$ cat config.mk
export PLATFORM = sky130hd
export DESIGN_NAME = keypad_scanner
export DESIGN_NICKNAME = d
export VERILOG_FILES = /design/src/rtl/keypad_scanner.sv
export SDC_FILE = /design/constraint.sdc
export NUM_CORES = 1
export LEC_CHECK = 0
export CAP_MARGIN = 20
export CORE_MARGIN = 2
export CORE_UTILIZATION = 46
export CTS_BUF_LIST = sky130_fd_sc_hd__clkbuf_16
export DETAILED_ROUTE_END_ITERATION = 10
export GPL_ROUTABILITY_DRIVEN = 0
export PLACE_DENSITY_LB_ADDON = 0.12
export SLEW_MARGIN = 20
export SYNTH_ARGS = -nofsm -noshare
export SYNTH_HDL_FRONTEND = slang
export SYNTH_SLANG_ARGS = --single-unit
$ cat constraint.sdc
create_clock -name clock_50Mhz -period 11.15 [get_ports clock_50Mhz]
set_clock_uncertainty 0.1 [all_clocks]
set_input_delay 2.7875 -clock clock_50Mhz [delete_from_list [all_inputs] [get_ports clock_50Mhz]]
set_output_delay 2.7875 -clock clock_50Mhz [all_outputs]
set_load 0.1 [all_outputs]
$ cat src/rtl/keypad_scanner.sv
// keypad_scanner: 4x4 matrix keypad scanner with full-scan debounce.
// Emits a key code and one-cycle strobe for each newly accepted single key.
module keypad_scanner #(
  parameter int SCAN_DIV       = 50000,
  parameter int DEBOUNCE_SCANS = 20
) (
  input  logic       clock_50Mhz,
  input  logic       reset_n,
  input  logic [3:0] col_in,
  output logic [3:0] row_out,
  output logic [3:0] key_code,
  output logic       key_valid,
  output logic       key_held
);

  localparam int CW = $clog2(SCAN_DIV);
  localparam int SW = $clog2(DEBOUNCE_SCANS + 1);
  localparam logic [CW-1:0] SLOT_LAST = CW'(SCAN_DIV - 1);
  localparam logic [SW-1:0] STABLE_MAX = SW'(DEBOUNCE_SCANS);

  typedef enum logic [1:0] {
    CL_NONE,
    CL_KEY,
    CL_MULTI
  } kind_e;

  typedef struct packed {
    kind_e      kind;
    logic [3:0] idx;
  } cls_t;

  localparam cls_t CLS_NONE = '{kind: CL_NONE, idx: 4'd0};

  logic [3:0]    sync1;
  logic [3:0]    sync2;
  logic [CW-1:0] slot;
  logic [1:0]    row;
  logic          slot_last;
  logic [15:0]   snap;
  logic          scan_end;
  logic          upd;
  logic [4:0]    ones;
  logic [3:0]    last_idx;
  cls_t          cls;
  cls_t          cand;
  logic [SW-1:0] stable;
  logic          accept;
  cls_t          deb_q;
  cls_t          deb_d;
  logic [3:0]    code_d;
  logic          valid_d;
  logic          held_d;

  assign slot_last = (slot == SLOT_LAST);

  // two-flop synchroniser on the raw column lines
  always_ff @(posedge clock_50Mhz or negedge reset_n) begin
    if (!reset_n) begin
      sync1 <= 4'b1111;
      sync2 <= 4'b1111;
    end else begin
      sync1 <= col_in;
      sync2 <= sync1;
    end
  end

  // row slot timer, registered one-hot row drive and snapshot capture
  always_ff @(posedge clock_50Mhz or negedge reset_n) begin
    if (!reset_n) begin
      slot     <= '0;
      row      <= 2'd0;
      row_out  <= 4'b0111;
      snap     <= '0;
      scan_end <= 1'b0;
    end else begin
      scan_end <= slot_last && (row == 2'd3);
      if (slot_last) begin
        slot                   <= '0;
        row                    <= row + 2'd1;
        row_out                <= {row_out[0], row_out[3:1]};
        snap[{row, 2'b00} +: 4] <= ~sync2;
      end else begin
        slot <= slot + CW'(1);
      end
    end
  end

  // classify the completed snapshot as none, one key or several keys
  always_comb begin
    ones     = 5'd0;
    last_idx = 4'd0;
    cls      = CLS_NONE;
    for (int i = 0; i < 16; i++) begin
      if (snap[i]) begin
        ones     = ones + 5'd1;
        last_idx = 4'(i);
      end
    end
    if (ones == 5'd1) begin
      cls.kind = CL_KEY;
      cls.idx  = last_idx;
    end else if (ones > 5'd1) begin
      cls.kind = CL_MULTI;
    end
  end

  // count consecutive identical scan classifications
  always_ff @(posedge clock_50Mhz or negedge reset_n) begin
    if (!reset_n) begin
      cand   <= CLS_NONE;
      stable <= '0;
      upd    <= 1'b0;
    end else begin
      upd <= scan_end;
      if (scan_end) begin
        if (cls == cand) begin
          if (stable != STABLE_MAX)
            stable <= stable + SW'(1);
        end else begin
          cand   <= cls;
          stable <= SW'(1);
        end
      end
    end
  end

  assign accept = upd && (stable == STABLE_MAX) && (cand != deb_q);

  // next debounced state and key outputs
  always_comb begin
    deb_d   = deb_q;
    code_d  = key_code;
    valid_d = 1'b0;
    if (accept) begin
      deb_d = cand;
      unique case (1'b1)
        (cand.kind == CL_KEY): begin
          code_d  = cand.idx;
          valid_d = 1'b1;
        end
        default: ;
      endcase
    end
    held_d = (deb_d.kind == CL_KEY);
  end

  // debounced state and output registers
  always_ff @(posedge clock_50Mhz or negedge reset_n) begin
    if (!reset_n) begin
      deb_q     <= CLS_NONE;
      key_code  <= 4'd0;
      key_valid <= 1'b0;
      key_held  <= 1'b0;
    end else begin
      deb_q     <= deb_d;
      key_code  <= code_d;
      key_valid <= valid_d;
      key_held  <= held_d;
    end
  end

endmodule

**Word level (Yosys, flattened, before mapping)**

Cells that the tools add are included.

- Register bits: 71
- Bits of input ports: 6
- Output and inout bits: 10

- $add $sub $neg: 19
- Magnitude comparators: 1
- Eq/ne operators: 10
- Shift operators: 2
- Muxes and demuxes: 41
- Bitwise operators: 2
- Reduce and logical (&&, ||, !) cells: 6

Operators by type and width:

| cell | number |
|---|---|
| $mux 5 | 17 |
| $add 5x1->5 const B | 16 |
| $mux 4 | 15 |
| $add 16x1->16 const B | 1 |
| $bwmux 16 | 1 |
| $eq 16x16->1 const B | 1 |
| $mux 16 | 1 |
| $shift 4x6->16 const A | 1 |
| $shiftx 4x6->16 | 1 |
| $eq 6x6->1 | 1 |
| $mux 6 | 1 |
| $ne 6x6->1 | 1 |
| $neg 4->6 | 1 |
| $reduce_and 2->1 | 3 |
| $eq 5x1->1 const B | 1 |
| $eq 5x5->1 const B | 1 |
| $gt 5x1->1 const B | 1 |
| $ne 5x5->1 const B | 1 |
| $eq 2x1->1 const B | 2 |
| $mux 1 | 4 |
| $mux 2 | 2 |
| $not 4->4 | 1 |
| $logic_and 1x1->1 | 3 |
| $add 2x1->2 const B | 1 |
| other kinds (3) | 3 |

**Logic depth before layout (Yosys ltp)**

Gate-level depths: netlist (run 1).

- Depth in word-level cells: 37
- Gate-level depth with buffers: 51

**Worst setup path before layout (run 1)**

Ideal clock, no wire load.

- Path type: register to register
- From: reg snap[0]
- To: reg cand[3] in the netlist's numbering
- Arrival: 9.173 ns
- Data required time: 10.922 ns
- Slack: 1.750 ns
- Stages on the path, launching flop included: 51
- Path buffers: 0
- Clock period less this slack: 9.400 ns
- Path through: dfrtp_1 inv_1 ha_1 xor2_1 ha_1 nor2b_1 o21bai_1 inv_1 ha_1 nand2_1 o21ai_0 ha_1 nand2_1 o211ai_1 ha_1 a2bb2oi_1 ha_1 nand2_1 [15 not listed] a21oi_1 a21o_1 inv_1 ha_1 nand2_1 o21ai_0 ha_1 mux2_2 ha_1 and2_1 and2_1 a21oi_1 mux2i_2 xor2_2 nor4_1 o22ai_1 o31ai_2 mux2_1

- Cells in the longest elaborated chain, start to end: 37
- Elaborated cells on any way between the ends: 39

RTL lines:

| item | line | text |
|---|---|---|
| from (decl) | 39 | `logic [15:0] snap;` |
| from (signal, indexed assignment) | 81 | `snap[{row, 2'b00} +: 4] <= ~sync2;` |
| $mux 1 (*) | 94 | `if (snap[i]) begin` |
| $add 5x1->5 | 95 | `ones = ones + 5'd1;` |
| $mux 5 (*) | 94 |  |
| $add 5x1->5 | 95 |  |
| $mux 5 (*) | 94 |  |
| $add 5x1->5 | 95 |  |
| $mux 5 (*) | 94 |  |
| $add 5x1->5 | 95 |  |
| [21 not listed] | n/a |  |
| $add 5x1->5 | 95 |  |
| $mux 5 (*) | 94 |  |
| $gt 5x1->1 | 102 | `end else if (ones > 5'd1) begin` |
| $mux 2 | 102 |  |
| $mux 2 | 99 | `if (ones == 5'd1) begin` |
| $eq 6x6->1 | 116 | `if (cls == cand) begin` |
| $not 1->1 (no line) | n/a |  |
| $reduce_and 2->1 (no line) | n/a |  |
| to (signal assigned) | 120 | `cand <= cls;` |
| to (decl) | 45 | `cls_t cand;` |

Mark *: on every way between the ends. The rest lies on a longest branch, timed or not.
A chain may end at the register's enable or synchronous reset.

**Final worst setup path (run 1)**

- From: reg snap[1]
- To: reg cand[4] in the netlist's numbering

- Cells in the longest elaborated chain, start to end: 35
- Elaborated cells on any way between the ends: 52

RTL lines:

| item | line |
|---|---|
| $mux 5 | 94 |
| $add 5x1->5 | 95 |
| $mux 5 | 94 |
| $add 5x1->5 | 95 |
| $mux 5 | 94 |
| $add 5x1->5 | 95 |
| $mux 5 | 94 |
| $add 5x1->5 | 95 |
| [19 not listed] | n/a |
| $add 5x1->5 | 95 |
| $mux 5 | 94 |
| $gt 5x1->1 | 102 |
| $mux 2 | 102 |
| $mux 2 | 99 |
| $eq 6x6->1 | 116 |
| $not 1->1 (no line) | n/a |
| $reduce_and 2->1 (no line) | n/a |

Parallel ways exist; a longest one is shown, timed or not.

==> impl_metrics.env, run 1 <==
export IMPL_area_delta_synth_final_pct=11.7
export IMPL_leakage_nw=2.43
export IMPL_seq_area_frac_synth_pct=36.7
export IMPL_tritoncts="yes"
export IMPL_syn_nets=542
export IMPL_grt_max_degree=72
export IMPL_wire_per_inst_um=14.1
export IMPL_r2r_start="snap[1]"
export IMPL_pwr_share_seq_pct=48.4
export IMPL_status="complete, no violations"
export IMPL_r2r_setup_slack_ns=0.78
export IMPL_fin_setup_tns_ns=0
export IMPL_cts_resized=0
export IMPL_period_needed_ns=10.37
export IMPL_clockBufferDepth=2
export IMPL_cap_violations=0
export IMPL_hold_violations=0
export IMPL_synthArstFlopShare_pct=100
export IMPL_holdCritStartpoint="sync1[0]"
export IMPL_p_int_mw=0.426
export IMPL_path_buf_inv=4
export IMPL_yosys_warnings=0
export IMPL_cts_made_buffers=9
export IMPL_min_period_over_period_pct=93.0
export IMPL_dp_cells=649
export IMPL_pwr_share_clk_pct=50.4
export IMPL_grt_pass1_wl_um=17000
export IMPL_antenna_found_initial=0
export IMPL_end_kind="flip-flop"
export IMPL_synth_main_ff_cell="dfrtp_1"
export IMPL_crit_type="flip-flop to flip-flop"
export IMPL_swShare_pct=21.2
export IMPL_cts_num_sinks=71
export IMPL_cp_num_cells=50
export IMPL_cp_slowest_stage_delay_ns=0.41
export IMPL_tightest_slew_ns=0.974
export IMPL_rows=37
export IMPL_syn_area_um2=4880
export IMPL_hpwl_um=6930
export IMPL_hp_class="flip-flop to flip-flop"
export IMPL_htreeDepth=3
export IMPL_worst_r2r_endpoint="cand[4]"
export IMPL_antennaDiodeCount=0
export IMPL_synth_edff_count=0
export IMPL_grt_usage_pct=18.4
export IMPL_io_pins=16
export IMPL_cp_startpoint="snap[1]"
export IMPL_cp_top_family="adder cells"
export IMPL_finalSetupViolations=0
export IMPL_crit_end="cand[4]"
export IMPL_drc_errors=0
export IMPL_first_pass_iters=4
export IMPL_comb_power_share_pct=1.2
export IMPL_clk_latency_ns=0.33
export IMPL_layoutNonFillerInstCount=665
export IMPL_power_switching_mw=0.114
export IMPL_drv_slew=0
export IMPL_crit_fanout=6
export IMPL_grt_pass1_vias=3574
export IMPL_reg2reg_depth=50
export IMPL_overflow=0
export IMPL_dieArea_um2=11500
export IMPL_ant_nets=0
export IMPL_post_cts_buffers=0
export IMPL_critPathLaunchType="flip-flop"
export IMPL_ys_ff_latch=71
export IMPL_cp_required_ns=11.26
export IMPL_core_um2=10300
export IMPL_die_height_um=107
export IMPL_port_buffers=15
export IMPL_clock_fmax_mhz=96.4
export IMPL_clkTransAtPathRegs_ns=0.06
export IMPL_dr_total_vias=3577
export IMPL_yosysUniqueCellTypes=72
export IMPL_die_x_um=107
export IMPL_path_common_cell="ha_1"
export IMPL_power_density_nw_per_um2=99.1
export IMPL_vias_per_cell=5.38
export IMPL_relSlewSlack_pct=34.9
export IMPL_drt_total_wl_um=9350
export IMPL_grt_setup_unrepaired="no"
export IMPL_cts_hold_buf=0
export IMPL_first_iter_violations=179
export IMPL_p_total_mw=0.541
export IMPL_ir_worst_vdd_uv=115
export IMPL_slowest_stage="nor4_2"
export IMPL_root_buffer="clkbuf_16"
export IMPL_syn_area_per_cell_um2=9.52
export IMPL_arrival_ns=10.48
export IMPL_initial_utilization_pct=47.3
export IMPL_synthCells=513
export IMPL_layout_drive_gt1_share_pct=13.2
export IMPL_nets=553
synthesized netlist by cell type, types with 8 or more instances:
cell	n	share of area, %
nand2_1	59	4.5
ha_1	23	5.9
nand4_1	8	1.0
xor2_1	15	2.7
clkbuf_1	13	1.0
a21oi_1	16	1.6
mux2_2	12	2.8
nand3_1	27	2.8
dfstp_2	11	5.9
dfrtp_1	60	31
nor2_1	37	2.8
o31ai_1	16	2.5
o21ai_0	20	2.0
xnor2_1	42	7.5
inv_1	29	2.2
sequential cells by signal, indices dropped and copies added (netlist names):
| register | count |
|---|---|
| slot | 16 |
| sync2 | 4 |
| stable | 5 |
| key_code | 4 |
| row | 2 |
| deb_q | 6 |
| row_out | 4 |
| sync1 | 4 |
| snap | 16 |
| upd | 1 |
| scan_end | 1 |
| cand | 6 |
| key_valid | 1 |
| key_held | 1 |
metal layers:
metal | track usage [%] | wire, um | vias to the layer above
li1 | - | - | 1837
met1 | 25.7 | 4760 | 1695
met2 | 28.5 | 4260 | 38
met3 | 3.89 | 228 | 7
met4 | 6.03 | 100 | 0
met5 | 0 | 0 | -
power groups by stage:
stage	Clock, mW	Combinational [mW]	Sequential (mW)
final	0.273	0.00634	0.262
after global routing	0.298	0.00777	0.262
after CTS	0.282	0.00683	0.262
after detailed placement	0	0.00687	0.266
after global placement	0	0.00691	0.266
after floorplan	0	0.00000335	0.266
worst register-to-register path: cells and delay by family (launching register included):
family | cells | cell delay, ns
XOR/XNOR | 2 | 0.43
flip-flops | 1 | 0.37
buffers and inverters | 4 | 0.31
AND/OR/NAND/NOR | 14 | 1.94
adder cells (fa/ha/maj) | 14 | 4.24
AO/OA/AOI/OAI | 13 | 2.14
multiplexers | 3 | 0.76
how the worst min path moves through the flow:
stage	end	slack, ns	depth (start not counted)
detailed placement	sync2[1]	0.25	0
CTS	sync2[1]	0.26	0
global placement	sync2[2]	0.25	0
finish	sync2[0]	0.25	0
floorplan	sync2[0]	0.25	0
global route	sync2[3]	0.26	0
stage by stage:
step                      utilization, %  hold WS [ns]  area (um2)  setup WS (ns)
after CTS                           52.7         0.255        5440          0.673
after global placement              49.9         0.245        5150           1.17
final                               52.9         0.255        5460          0.778
after detailed placement            49.9         0.247        5150          0.765
after global routing                52.9         0.259        5460         0.0261
after floorplan                        -         0.245        4880           1.75
cells by family (layout without fill, tap and decap cells):
family	after synthesis	count (layout)	share of synthesized area, %
AND/OR/NAND/NOR	182	182	18.3
buffers and inverters	48	64	3.79
flip-flops	71	71	36.7
adder cells (fa/ha/maj)	23	23	5.89
XOR/XNOR	74	74	17.0
AO/OA/AOI/OAI	96	96	14.0
multiplexers	19	19	4.33
placed cells by master, fill, tap and decap left out, types with 5 or more instances in the layout:
| cell | Yosys | routed |
|---|---|---|
| o21ai_0 | 20 | 20 |
| dfrtp_1 | 60 | 60 |
| clkdlybuf4s50_1 | 0 | 14 |
| nand3_1 | 27 | 27 |
| and3_1 | 5 | 5 |
| xor2_2 | 5 | 5 |
| xnor3_1 | 6 | 6 |
| mux2_2 | 12 | 12 |
| nand4_1 | 8 | 8 |
| ha_1 | 23 | 23 |
| clkbuf_16 | 0 | 10 |
| or3_1 | 5 | 5 |
| nor2b_1 | 7 | 7 |
| a21oi_1 | 16 | 16 |
| xnor2_1 | 42 | 42 |
| xor2_1 | 15 | 15 |
| nor4_1 | 7 | 5 |
| nand2_1 | 59 | 59 |
| o31ai_1 | 16 | 16 |
| dfstp_2 | 11 | 11 |
| and2_1 | 6 | 6 |
| nor2_1 | 37 | 37 |
| inv_1 | 29 | 29 |
area by class of cell:
cell class	count	area, um2
sequential	71	1790
timing repair buffer	17	160
inverter	31	118
fill	934	4870
multi-input combinational	394	2930
clock buffer	10	250
tap	136	170
clock inverter	6	40.0
Power figures use the tool's default switching activity.
==> run 2: changes to the inputs <==
clock period = 10.4 ns   (was 11.15 ns; I/O delays follow)
==> impl_metrics.env, run 2 (synthesis results as in run 1) <==
export IMPL_end_kind="flip-flop"
export IMPL_fin_setup_tns_ns=0
export IMPL_core_um2=10300
export IMPL_fill_cells=913
export IMPL_first_pass_iters=4
export IMPL_tightest_slew_ns=0.973
export IMPL_tritoncts="yes"
export IMPL_cp_slowest_stage_delay_ns=0.39
export IMPL_holdCritStartpoint="sync1[1]"
export IMPL_die_height_um=107
export IMPL_antennaDiodeCount=0
export IMPL_nets=555
export IMPL_slowest_stage="dfrtp_1"
export IMPL_vias_per_cell=5.47
export IMPL_antenna_found_initial=0
export IMPL_dr_total_vias=3647
export IMPL_most_common_layout_cells="dfrtp_1 (60), nand2_1 (59), xnor2_1 (41)"
export IMPL_first_iter_violations=208
export IMPL_crit_type="flip-flop to flip-flop"
export IMPL_initial_utilization_pct=47.3
export IMPL_drt_total_wl_um=9530
export IMPL_cp_required_ns=10.51
export IMPL_area_delta_synth_final_pct=12.9
export IMPL_dp_cells=649
export IMPL_drc_errors=0
export IMPL_cts_made_buffers=9
export IMPL_path_buf_inv=4
export IMPL_r2r_setup_slack_ns=0.47
export IMPL_wire_per_inst_um=14.3
export IMPL_min_period_over_period_pct=95.5
export IMPL_final_common_cell="dfrtp_1"
export IMPL_fin_util_pct=53.4
export IMPL_clkTransAtPathRegs_ns=0.06
export IMPL_root_buffer="clkbuf_16"
export IMPL_leakage_nw=2.44
export IMPL_clockBufferDepth=2
export IMPL_crit_fanout=6
export IMPL_path_common_cell="ha_1"
export IMPL_dieArea_um2=11500
export IMPL_finalSetupViolations=0
export IMPL_fin_ws_ns=0.468
export IMPL_hold_depth=0
export IMPL_cap_violations=0
export IMPL_clock_fmax_mhz=101
export IMPL_arrival_ns=10.05
export IMPL_cp_num_cells=50
export IMPL_relSlewSlack_pct=34.9
export IMPL_worst_r2r_endpoint="cand[4]"
export IMPL_port_buffers=15
export IMPL_status="complete, no violations"
export IMPL_grt_pass1_wl_um=16500
export IMPL_overflow=0
export IMPL_place_area_um2=5150
export IMPL_layout_drive_gt1_share_pct=14.5
export IMPL_die_x_um=107
export IMPL_clk_latency_ns=0.33
export IMPL_period_needed_ns=9.93
export IMPL_htreeDepth=3
export IMPL_reg2reg_depth=50
export IMPL_layoutNonFillerInstCount=667
export IMPL_rows=37
export IMPL_grt_pass1_vias=3559
export IMPL_r2r_start="snap[1]"
export IMPL_grt_usage_pct=17.9
export IMPL_min_to="sync2[1]"
export IMPL_hold_violations=0
export IMPL_grt_max_degree=72
export IMPL_hp_class="flip-flop to flip-flop"
export IMPL_drv_slew=0
export IMPL_cts_num_sinks=71
export IMPL_dp_slack_ns=0.0457
export IMPL_power_density_nw_per_um2=99.1
export IMPL_cts_hold_buf=0
export IMPL_fin_area_um2=5510
export IMPL_reg_largest_list="slot x16, snap x16"
export IMPL_critPathLaunchType="flip-flop"
export IMPL_ir_worst_vdd_uv=113
export IMPL_hpwl_um=7020
export IMPL_ant_nets=0
export IMPL_cp_top_family="adder cells"
export IMPL_io_pins=16
run 2: cell types whose count changed in the layout (fill, tap and decap cells not counted), moves of 2 or more:
cell	before	now
ha_1	23	20
ha_4	0	3
inv_1	29	32
inv_4	3	0
buf_4	2	4
clkinv_4	2	0
nor2b_1	7	5
nor2b_2	0	2
run 2: per-stage QoR:
| stage | hold WS [ns] | power, mW |
|---|---|---|
| finish | 0.253 | 0.546 |
| global route | 0.261 | 0.568 |
| CTS | 0.254 | 0.552 |
| detailed placement | 0.247 | 0.293 |
| global placement | 0.245 | 0.293 |
| floorplan | 0.245 | 0.285 |
run 2: worst max path at each step:
stage                     startpoint      end  slack, ns
after detailed placement     snap[0]  cand[4]       0.05
after global placement       snap[0]  cand[3]       0.42
after CTS                    snap[0]  cand[4]       0.02
final                        snap[1]  cand[4]       0.47
after global routing         snap[1]  cand[4]      -0.11
after floorplan              snap[0]  cand[3]        1.0
run 2: where the power goes:
| group | internal (mW) | total [mW] | switching (mW) |
|---|---|---|---|
| registers | 0.280 | 0.281 | 0.00140 |
| logic | 0.00166 | 0.00687 | 0.00521 |
| clock network | 0.155 | 0.258 | 0.103 |
| total | 0.436 | 0.546 | 0.110 |
run 2: timing repair:
action / in CTS / in global routing
resized for setup: 0 / 14
endpoints found under the hold margin: 0 / 0
setup buffers: 0 / 2
setup endpoints to repair: 0 / 7
run 2: layout make-up:
type	count	area, um2	share of cell area, %
sequential	71	1790	32.5
clock inverter	7	27.5	0.499
tap	136	170	3.09
clock buffer	9	225	4.08
timing repair buffer	19	175	3.18
inverter	31	118	2.13
multi-input combinational	394	3010	54.5
run 2: metal layers:
metal / part of all wire (%) / vias to the layer above / GRT usage, %
li1: - / 1844 / -
met2: 46 / 45 / 27.5
met5: 0 / - / 0
met4: 1.9 / 0 / 7.79
met3: 2.1 / 14 / 2.86
met1: 50 / 1744 / 24.9
==> run 3: changes to the inputs <==
--- a/config.mk
+++ b/config.mk
@@ -11,2 +11,3 @@
 export CTS_BUF_LIST = sky130_fd_sc_hd__clkbuf_16
+export CTS_CLUSTER_SIZE = 24
 export DETAILED_ROUTE_END_ITERATION = 10
==> constraint.sdc (replaced) <==
create_clock -name clock_50Mhz -period 10.4 [get_ports clock_50Mhz]
set_clock_uncertainty 0.1 [all_clocks]
set_input_delay 3.12 -clock clock_50Mhz [delete_from_list [all_inputs] [get_ports clock_50Mhz]]
set_output_delay 3.12 -clock clock_50Mhz [all_outputs]
set_load 0.1 [all_outputs]
==> results of run 3 <==
The final DEF is identical to that of run 2. Status: complete, no violations.
